[src/rtl/kavach_ewma_pkg.sv]
// Shared encodings for the EWMA baseline sequencing controller.
package kavach_ewma_pkg;

  // Controller state encoding, also presented directly on ctrl_state.
  typedef enum logic [1:0] {
    IDLE   = 2'b00,
    WARMUP = 2'b01,
    TRACK  = 2'b10,
    FREEZE = 2'b11
  } ctrl_state_t;

  // Channel indices into the per-channel buses.
  localparam int CH_PWR_V  = 0;
  localparam int CH_PWR_I  = 1;
  localparam int CH_TIMING = 2;
  localparam int CH_TEMP   = 3;
  localparam int CH_IPC    = 4;

endpackage

[src/rtl/kavach_warm_counter.sv]
// Per-channel warm-up sample counter. Saturates at WARM_SAMPLES; done
// rises the cycle after the count reaches the terminal value.
module kavach_warm_counter #(
  parameter int WARM_SAMPLES = 32
) (
  input  logic clk,
  input  logic rst_n,
  input  logic clear,
  input  logic inc,
  output logic done
);

  localparam logic [7:0] WARM_TC = 8'(WARM_SAMPLES);

  logic [7:0] cnt;

  // Saturating count of accepted samples; clear wins over inc.
  always_ff @(posedge clk or negedge rst_n) begin
    if (!rst_n) begin
      cnt  <= 8'd0;
      done <= 1'b0;
    end else if (clear) begin
      cnt  <= 8'd0;
      done <= 1'b0;
    end else begin
      if (inc && (cnt != WARM_TC)) cnt <= cnt + 8'd1;
      done <= (cnt == WARM_TC);
    end
  end

endmodule

[src/rtl/kavach_ewma_ctrl.sv]
// Sequencing controller for the per-channel EWMA baseline engine: gates
// sample strobes, drives per-channel alpha shift, and freezes learning
// while a multi-domain attack is in progress.
//
// state  | meaning
// IDLE   | controller off, no strobes, engine uses its own shift
// WARMUP | all strobes pass, fast alpha until each channel has its samples
// TRACK  | normal tracking, channels with high scores are masked
// FREEZE | no strobes; held until the alert has been low FREEZE_HOLD cycles
module kavach_ewma_ctrl
  import kavach_ewma_pkg::*;
#(
  parameter int NUM_CHANNELS = 5,
  parameter int MAX_SHIFT    = 8,
  parameter int SCORE_WIDTH  = 8,
  parameter int WARM_SHIFT   = 2,
  parameter int WARM_SAMPLES = 32,
  parameter int FREEZE_HOLD  = 64,
  parameter logic [SCORE_WIDTH-1:0] SCORE_FREEZE_TH = 8'd128
) (
  input  logic                              clk,
  input  logic                              rst_n,
  input  logic                              enable,
  input  logic                              rebase,
  input  logic [NUM_CHANNELS-1:0]           sensor_valid,
  input  logic [MAX_SHIFT-1:0]              track_shift,
  input  logic [NUM_CHANNELS*SCORE_WIDTH-1:0] score_bus,
  input  logic                              multi_domain_alert,
  output logic [NUM_CHANNELS-1:0]           sample_valid,
  output logic [NUM_CHANNELS*MAX_SHIFT-1:0] shift_cfg_bus,
  output logic                              use_cfg_shift,
  output logic [1:0]                        ctrl_state,
  output logic [NUM_CHANNELS-1:0]           warm_done,
  output logic [NUM_CHANNELS-1:0]           chan_mask,
  output logic [7:0]                        freeze_events
);

  localparam logic [MAX_SHIFT-1:0] WARM_SHIFT_V = MAX_SHIFT'(WARM_SHIFT);
  localparam logic [7:0]           HOLD_V       = 8'(FREEZE_HOLD);

  ctrl_state_t               state;
  logic [7:0]                hold_cnt;
  logic [NUM_CHANNELS-1:0]   gate;
  logic [NUM_CHANNELS-1:0]   score_hit;
  logic [NUM_CHANNELS-1:0]   warm_inc;
  logic                      warm_clear;

  // Strobe gating decoded from registered state and mask only, so the
  // engine sees the same-cycle sensor strobe with no added latency.
  always_comb begin
    gate = '0;
    case (state)
      WARMUP:  gate = '1;
      TRACK:   gate = ~chan_mask;
      default: gate = '0;
    endcase
  end

  assign sample_valid  = sensor_valid & gate;
  assign use_cfg_shift = (state != IDLE);
  assign ctrl_state    = state;

  // Warm-up restarts on leaving IDLE and on any honoured rebase.
  assign warm_clear = enable && ((state == IDLE) || rebase);

  // Per-channel threshold compare of the engine scores.
  always_comb begin
    score_hit = '0;
    for (int ch = 0; ch < NUM_CHANNELS; ch++) begin
      score_hit[ch] = (score_bus[ch*SCORE_WIDTH +: SCORE_WIDTH] >= SCORE_FREEZE_TH);
    end
  end

  for (genvar ch = 0; ch < NUM_CHANNELS; ch++) begin : g_warm
    assign warm_inc[ch] = (state == WARMUP) && sample_valid[ch];

    kavach_warm_counter #(
      .WARM_SAMPLES(WARM_SAMPLES)
    ) u_warm (
      .clk  (clk),
      .rst_n(rst_n),
      .clear(warm_clear),
      .inc  (warm_inc[ch]),
      .done (warm_done[ch])
    );
  end

  // Per-channel shift: fast alpha until that channel's warm-up completes.
  always_ff @(posedge clk or negedge rst_n) begin
    if (!rst_n) begin
      shift_cfg_bus <= {NUM_CHANNELS{WARM_SHIFT_V}};
    end else begin
      for (int ch = 0; ch < NUM_CHANNELS; ch++) begin
        shift_cfg_bus[ch*MAX_SHIFT +: MAX_SHIFT] <= warm_done[ch] ? track_shift : WARM_SHIFT_V;
      end
    end
  end

  // Controller FSM with freeze hold timer, channel mask and event count.
  always_ff @(posedge clk or negedge rst_n) begin
    if (!rst_n) begin
      state         <= IDLE;
      hold_cnt      <= 8'd0;
      chan_mask     <= '0;
      freeze_events <= 8'd0;
    end else if (!enable) begin
      state     <= IDLE;
      hold_cnt  <= 8'd0;
      chan_mask <= '0;
    end else if (state == IDLE) begin
      state     <= WARMUP;
      hold_cnt  <= 8'd0;
      chan_mask <= '0;
    end else if (rebase) begin
      // Rebase outranks a same-cycle alert, so no freeze is counted.
      state     <= WARMUP;
      hold_cnt  <= 8'd0;
      chan_mask <= '0;
    end else begin
      case (state)
        WARMUP: begin
          chan_mask <= '0;
          if (&warm_done) state <= TRACK;
        end
        TRACK: begin
          chan_mask <= score_hit;
          if (multi_domain_alert) begin
            state    <= FREEZE;
            hold_cnt <= HOLD_V;
            if (freeze_events != 8'hFF) freeze_events <= freeze_events + 8'd1;
          end
        end
        FREEZE: begin
          chan_mask <= '0;
          if (multi_domain_alert) begin
            hold_cnt <= HOLD_V;
          end else if (hold_cnt <= 8'd1) begin
            state    <= TRACK;
            hold_cnt <= 8'd0;
          end else begin
            hold_cnt <= hold_cnt - 8'd1;
          end
        end
        default: begin
          state     <= IDLE;
          chan_mask <= '0;
        end
      endcase
    end
  end

endmodule

[config.mk]
export PLATFORM = sky130hd
export DESIGN_NAME = kavach_ewma_ctrl
export DESIGN_NICKNAME = d
export VERILOG_FILES = /design/src/rtl/kavach_ewma_pkg.sv /design/src/rtl/kavach_warm_counter.sv /design/src/rtl/kavach_ewma_ctrl.sv
export SDC_FILE = /design/constraint.sdc
export NUM_CORES = 1
export LEC_CHECK = 0
export CAP_MARGIN = 20
export CORE_MARGIN = 4
export CORE_UTILIZATION = 30
export DETAILED_ROUTE_END_ITERATION = 12
export PLACE_DENSITY_LB_ADDON = 0.15
export SLEW_MARGIN = 10
export SYNTH_ARGS = -nofsm -noshare
export SYNTH_HDL_FRONTEND = slang
export SYNTH_SLANG_ARGS = --single-unit
[constraint.sdc]
create_clock -name clk -period 2.25 [get_ports clk]
set_clock_uncertainty 0.2 [all_clocks]
set_input_delay 0.225 -clock clk [delete_from_list [all_inputs] [get_ports clk]]
set_output_delay 0.225 -clock clk [all_outputs]
set_load 0.1 [all_outputs]
# Word level (Yosys, flattened, before mapping)
# Index checks and enable logic that the tools add are counted.
[word_totals] reg_bits=108 output_inout_bits=66
[op_classes] add_sub_neg=7 n_lt_le_gt_ge=6 n_eq_ne=19 n_mux=40 bitwise_logic=4 n_reduce_logical=23
[ops] op="two-way mux 8 bit" n=21
[ops] op="adder 8 x 1 -> 8 bit (second input constant)" n=6
[ops] op="equality test 8 x 6 -> 1 bit (second input constant)" n=5
[ops] op=">= comparator 8 bit (second input constant)" n=5
[ops] op="inequality test 8 x 6 -> 1 bit (second input constant)" n=5
[ops] op="two-way mux 5 bit" n=4
[ops] op="case mux 8 bit (2 select lines)" n=1
[ops] op="inequality test 5 bit (second input constant)" n=3
[ops] op="two-way mux 2 bit" n=7
[ops] op="nonzero test 2 bit" n=6
[ops] op="logical AND 1 bit" n=11
[ops] op="case mux 5 bit (2 select lines)" n=1
[ops] op="<= comparator 8 x 1 -> 1 bit (second input constant)" n=1
[ops] op="inequality test 8 bit (second input constant)" n=1
[ops] op="subtractor 8 x 1 -> 8 bit (second input constant)" n=1
[ops] op="case mux 2 bit (3 select lines)" n=1
[ops] op="AND reduction 6 bit" n=1
[ops] op="bitwise AND 5 bit" n=1
[ops] op="two-way mux 1 bit" n=5
[ops] op="inequality test 5 x 1 -> 1 bit (second input constant)" n=1
[ops] op="inequality test 5 x 3 -> 1 bit (second input constant)" n=1
[ops] op="NOT 5 bit" n=1
[ops] op="AND reduction 5 bit" n=1
[ops] op="equality test 2 bit (second input constant)" n=2
[ops] op="other kinds (6)" n=7

# Depth between registers and ports, before layout
# Gate-level depths: netlist (run 1).
[logic_depth] word_depth=7 depth_mapped=7 ltp_nobuf=6

# By module
# Synthesis (run 1) repeated with hierarchy kept, for this count alone.
[hier_totals] hier_cells=471 area_unflattened_um2=5029.8
[by_module_without_submodules] mod="kavach_ewma_ctrl" n_inst=1 cells_per_inst=236 area_each_um2=2702.6 seq_area_each_um2=1582.8
[by_module_without_submodules] mod="kavach_warm_counter" n_inst=5 cells_per_inst=47 area_each_um2=465.4 seq_area_each_um2=225.2

# Worst setup path before layout (run 1)
# Ideal clock, no wire load.
[synth_timing] kind="reg2out" startpoint="reg state[0], in the netlist ctrl_state[0]" endpoint="out sample_valid[0]" arrival_ps=3083 t_required_ps=1825 slack_ps=-1258 stages_incl_launch_ff=6 n_path_buf=1 path_cell_list="dfrtp_1 inv_1 ha_1 buf_2 nand2_1 nor2_1"
[synth_via] elab_chain_cells=3
[synth_lines] item="start, declared" line_no="kavach_ewma_ctrl.sv:41" text="ctrl_state_t state;"
[synth_lines] item="start signal, assigned" line_no="kavach_ewma_ctrl.sv:102" text="state <= IDLE;"
[synth_lines] item="start signal, assigned" line_no="kavach_ewma_ctrl.sv:107" text="state <= IDLE;"
[synth_lines] item="start signal, assigned" line_no="kavach_ewma_ctrl.sv:111" text="state <= WARMUP;"
[synth_lines] item="equality test 2 bit or equality test 2 x 1 -> 1 bit (tied branches)" line_no="kavach_ewma_ctrl.sv:52" text="case (state)"
[synth_lines] item="case mux 5 bit (2 select lines) *" line_no="kavach_ewma_ctrl.sv:52"
[synth_lines] item="bitwise AND 5 bit *" line_no="kavach_ewma_ctrl.sv:59" text="assign sample_valid = sensor_valid & gate;"
[synth_lines] item="end, declared" line_no="kavach_ewma_ctrl.sv:29" text="output logic [NUM_CHANNELS-1:0] sample_valid,"
# Every way passes the cells marked *; elsewhere a longest branch is shown, timed or not.

# Worst setup path in the final report (run 1)
[layout_timing] startpoint="reg state[1], in the netlist ctrl_state[1]" endpoint="out sample_valid[4]"
# The elaborated chain is that of the path after synthesis.

==> results.toml, run 1 <==
[logic_synthesis]
yosysMostFrequentCell = "dfrtp_1"
synthArstFlopShare_pct = 100.0
synth_top_area_share_pct = 51.92
seq_area_frac_synth_pct = 54.56
synth_area_um2 = 4965
yosysWarnings = 0
synth_seq_cells = 108
synth_edf_count = 0
ys_types = 51
syn-num-nets = 542
synth.avg_cell_area_um2 = 10.65
synth_area_leader_cell = "dfrtp_1"
netlist_top_cells_area = "dfrtp_1, and2_1, xnor2_1"
ys_top_cells_by_count = "dfrtp_1, nor2_1, and2_1"
synthFlopType = "dfrtp_1"
syn_inst = 466

[flow_run]
drv_cap = 0

[pwr]
vdd.ir_drop.worst_uv = 396.8
combPwrFrac_pct = 16.6
p_sw_uw = 1320
p_int_uw = 3027
power.density_nw_per_um2 = 661.0
seq_power_share_pct = 46.7
power_frac_clock_pct = 36.8
p_sw_share_pct = 30.38
leakage_uw = 0.002968

[die]
start_util_pct = 30.92
die_area_um2 = 18670
ios = 124
coreArea_um2 = 16060
rows = 46
die_y_um = 136.6
die_w_um = 136.6

[route]
routedWlPerCell_um = 14.31
via_count = 3620
ant_nets = 0
drc_errors = 0
avgViaCountPerCell = 4.536
drt_pre_antenna_iters = 4
routed_wl_um = 11420
drtIter0Drc = 125

[global_route]
gr-usage-all-layers_pct = 12.92
antenna_found_initial = 0
grt_pass1_vias = 3697
grt_pass1_wl_um = 18950
grt_max_degree = 48
gr-total-overflow = 0

[place]
hpwlAfterDp_um = 8243
gp_congestion = 0.7969
dp_cells = 779
io_buffers = 88

[cells_and_area]
layout.nets = 653
fin_cells = 798
antennaDiodeCount = 0
drive_above_1_share_pct = 24.05
fillers = 1570
area.growth.synth_to_final_pct = 32.46

[timing]
finalCritPeriodShare_pct = 95.19
min_period_ps = 2142
rsz0062_at_grt = "no"
slew_violations = 0
tightest_slew_ps = 532.0
relSlewSlack_pct = 64.05
setup_viol = 0
finalSetupTns_ps = 0
hold_viol_final = 0
fmax_ghz = 0.4669

[critical_path]
path_cells = "inv_4 -> ha_4 -> nand2_1 -> nor2_4 -> buf_12"
slowest_delay_ps = 470
start_kind = "flop"
r2r_setup_slack_ps = 160
cp_max_fo = 16
critical_path.top_delay_family = "flip-flops"
path_buf_inv = 2
crit_type = "reg -> out"
slowest_stage = "dfrtp_4"
critical_path_required_ps = 1820
endpoint_kind = "primary output"
worst_ep_arrival_time_ps = 1720

[cts]
cts-root-buf = "clkbuf_16"
cts_tree = "yes"
clk_pin_slew_ps = 80
cts_buffers = 9
clkLatencyLatePin_ps = 360
clockBufferDepth = 2
clock-sinks = 108
cts_max_level = 3

[min_path]
min_path_type = "in -> async"

[status]
status = "finished clean"
-- final cells by class --
type	count	area (um2)	share of cell area, %
Timing Repair Buffer	112	996.0	15.14
Inverter	32	128.9	1.960
Multi-Input combinational cell	314	2155	32.76
Sequential cell	108	2721	41.38
Tap cell	216	270.3	4.110
Clock inverter	7	80.08	1.218
Clock buffer	9	225.2	3.425
-- metrics by stage --
step / hold slack, ps / util [%] / worst slack [ps] / total power (uW) / area (um2)
floorplan: -270.6 / - / -127.7 / 2501 / 5039
global placement: -31.30 / 38.69 / 127.5 / 2773 / 6213
detailed placement: -26.58 / 38.69 / 65.91 / 2781 / 6213
CTS: 117.8 / 40.67 / 8.507 / 4414 / 6531
global route: 146.1 / 40.95 / 3.513 / 4575 / 6576
finish: 117.2 / 40.95 / 108.1 / 4347 / 6576
-- kinds of logic after synthesis --
kind of cell             share of synthesized area (%)
AND/OR/NAND/NOR                                  22.00
XOR/XNOR                                         7.233
AO/OA/AOI/OAI                                    6.477
multiplexers                                     1.437
buffers and inverters                            3.755
adder cells (fa/ha/maj)                          4.536
flip-flops                                       54.56
-- routing by layer --
layer / global-route usage [%] / vias up / part of all wire (%)
met4: 3.471 / 0 / 1.1
met1: 17.11 / 1759 / 46
met5: 0 / - / 0
li1: - / 1783 / -
met2: 20.59 / 68 / 47
met3: 3.971 / 10 / 5.8
-- cells in the final DEF, fill, tap and decap left out, drive strengths merged, types with 4 or more instances in the layout --
| master | n |
|---|---|
| nand3 | 15 |
| nand2b | 6 |
| nor2 | 56 |
| dfstp | 5 |
| nor4 | 7 |
| a21oi | 11 |
| a211oi | 5 |
| ha | 18 |
| clkbuf | 9 |
| o21ai | 10 |
| nor3 | 17 |
| and2 | 42 |
| xor2 | 13 |
| buf | 90 |
| nor2b | 6 |
| clkdlybuf4s50 | 21 |
| nand4 | 12 |
| inv | 34 |
| nand2 | 25 |
| dfrtp | 103 |
| xnor2 | 28 |
| mux2i | 6 |
| nor3b | 4 |
-- sequential cells by signal, summed over array words and instances, names as in the netlist --
signal              cells
g_warm.u_warm.done      5
hold_cnt                8
g_warm.u_warm.cnt      40
chan_mask               5
ctrl_state              2
shift_cfg_bus          40
freeze_events           8
-- power by group through the flow --
stage               clock network (uW)  registers (uW)  logic [uW]
finish                            1600            2030         720
global route                      1760            2040         781
CTS                               1670            2030         721
detailed placement                   0            2070         716
global placement                     0            2060         710
floorplan                            0            2170         328
-- final timing paths --
path	from	to	cells past startpoint
worst min register to register	freeze_events[4]	freeze_events[4]	1
worst min-delay path	rst_n	hold_cnt[1]	2
min in group clk	score_bus[23]	chan_mask[2]	2
worst max-delay path	ctrl_state[1]	sample_valid[4]	5
worst max register to register	ctrl_state[1]	ctrl_state[0]	6
max in group asynchronous	rst_n	shift_cfg_bus[1]	3
-- what timing repair did --
item,in CTS,in global routing
gates resized for setup,1,5
hold endpoints to repair,95,0
setup endpoints to repair,5,10
hold buffers,1,0
cloned,0,0
buffers inserted,0,2
Power figures use the tool's default switching activity.
==> run 2, diff against run 1 <==
--- a/config.mk
+++ b/config.mk
@@ -6,7 +6,7 @@
 export NUM_CORES = 1
 export LEC_CHECK = 0
 export CAP_MARGIN = 20
-export CORE_MARGIN = 4
+export CORE_MARGIN = 5
 export CORE_UTILIZATION = 30
 export DETAILED_ROUTE_END_ITERATION = 12
 export PLACE_DENSITY_LB_ADDON = 0.15
==> constraint.sdc (replaced) <==
create_clock -name clk -period 2.26 [get_ports clk]
set_clock_uncertainty 0.2 [all_clocks]
set_input_delay 0.226 -clock clk [delete_from_list [all_inputs] [get_ports clk]]
set_output_delay 0.226 -clock clk [all_outputs]
set_load 0.1 [all_outputs]
==> results.toml, run 2 (same netlist as run 1, synthesis figures left out) <==
[timing]
tightest_slew_ps = 596.4
finalCritPeriodShare_pct = 96.64
min_period_ps = 2184
relSlewSlack_pct = 60.24
slew_violations = 0
finalSetupTns_ps = 0
setup_viol = 0
whs_ps = 224.2
fmax_ghz = 0.4579
layout_setup_ws_ps = 75.92
hold_viol_final = 0

[cts]
cts_buffers = 9
cts_max_level = 3
cts-root-buf = "clkbuf_16"
clockBufferDepth = 2
clk_pin_slew_ps = 80
cts_tree = "yes"
clock-sinks = 108
clkLatencyLatePin_ps = 350
postCtsSetupBuffers = 0

[route]
routedWlPerCell_um = 14.08
avgViaCountPerCell = 4.489
drtIter0Drc = 133
routed_wl_um = 11180
drt_pre_antenna_iters = 4
drc_errors = 0
via_count = 3564
ant_nets = 0

[die]
die_y_um = 138.6
die_w_um = 138.6
start_util_pct = 30.26
die_area_um2 = 19220
coreArea_um2 = 16410
ios = 124
rows = 47

[global_route]
grt_max_degree = 46
gr-usage-all-layers_pct = 11.81
antenna_found_initial = 0
grt_pass1_wl_um = 18510
gr-total-overflow = 0
grt_pass1_vias = 3510

[pwr]
total_power_uw = 4283
leakage_uw = 0.002938
vdd.ir_drop.worst_uv = 456.1
power.density_nw_per_um2 = 658.0

[critical_path]
crit_type = "reg -> out"
worst_ep_arrival_time_ps = 1760
r2r_setup_slack_ps = 150
crit_start = "ctrl_state[0]"
path_buf_inv = 3
r2r_end = "g_warm[1].u_warm.cnt[4]"
path_cells = "inv_4 -> ha_1 -> buf_4 -> a21oi_1 -> nor2_4 -> buf_12"
rr_startpoint = "ctrl_state[1]"
endpoint_kind = "primary output"
rr_worst_depth = 7
critical_path.top_delay_family = "flip-flops"
critical_path_required_ps = 1830
slowest_stage = "dfrtp_4"
slowest_delay_ps = 520
cp_max_fo = 5
start_kind = "flop"

[min_path]
holdPathStages = 2
worstHoldStart = "score_bus[7]"
min_to = "chan_mask[0]"
min_path_type = "in -> reg"

[cells_and_area]
drive_above_1_share_pct = 22.65
fin_cells = 794
layout.nets = 645
area.growth.synth_to_final_pct = 31.10
antennaDiodeCount = 0
final_cell_mix = "dfrtp_1, buf_4, nor2_1"
reg_top3 = "g_warm.u_warm.cnt: 40 flops, shift_cfg_bus: 40 flops"
final_common_cell = "dfrtp_1"

[place]
dp_cells = 777
post-place-ws_ps = 82.74
io_buffers = 88
gp_congestion = 0.7839
hpwlAfterDp_um = 7924

[flow_run]
drv_cap = 0

[status]
status = "finished clean"
-- run 2: power by group --
group	leakage (uW)	switching (uW)	total (uW)	internal [uW]
sequential	0.00148	46.6	2020	1970
clock	0.000145	783	1560	779
combinational	0.00131	460	704	244
total	0.00294	1290	4280	2990
-- run 2: worst register-to-register path: stages, from the launching register on --
cell	delay (ps)
dfrtp_4	510
inv_4	90
ha_1	190
buf_12	150
nand2_1	110
a2111oi_0	500
xnor2_1	180
nor2_1	60
-- run 2: metal layers --
metal  wire length [um]  vias up  track usage (%)
met5                  0        -                0
met4                203        0            4.686
met3                464       12            2.759
met2               4978       78            17.68
met1               5530     1713            16.59
li1                   -     1761                -
-- run 2: repair_timing --
action,in CTS,in global routing
gates resized for setup,0,3
hold buffers,1,0
endpoints found under the hold margin,36,0
endpoints found under the setup margin,0,4
-- run 2: how the worst max path moves through the flow --
| stage | end | depth (start not counted) |
|---|---|---|
| after CTS | sample_valid[2] | 5 |
| after global placement | freeze_events[5] | 5 |
| after global routing | sample_valid[4] | 6 |
| after floorplan | ctrl_state[0] | 6 |
| after detailed placement | freeze_events[5] | 5 |
| final | sample_valid[4] | 6 |
-- run 2: final cells by class --
class / count / area (um2)
inverters: 32 / 128.9
multi-input cells: 314 / 2136
clock inverters: 7 / 62.56
well taps: 220 / 275.3
clock buffers: 9 / 225.2
repair buffers: 104 / 960.9
fillers: 1579 / 9898
flip-flops and latches: 108 / 2720
-- run 2: metrics by stage --
stage	area [um2]	utilization (%)
6_report	6509	39.67
5_1_grt	6509	39.67
4_1_cts	6495	39.59
3_5_place_dp	6197	37.77
3_3_place_gp	6197	37.77
2_1_floorplan	5037	-
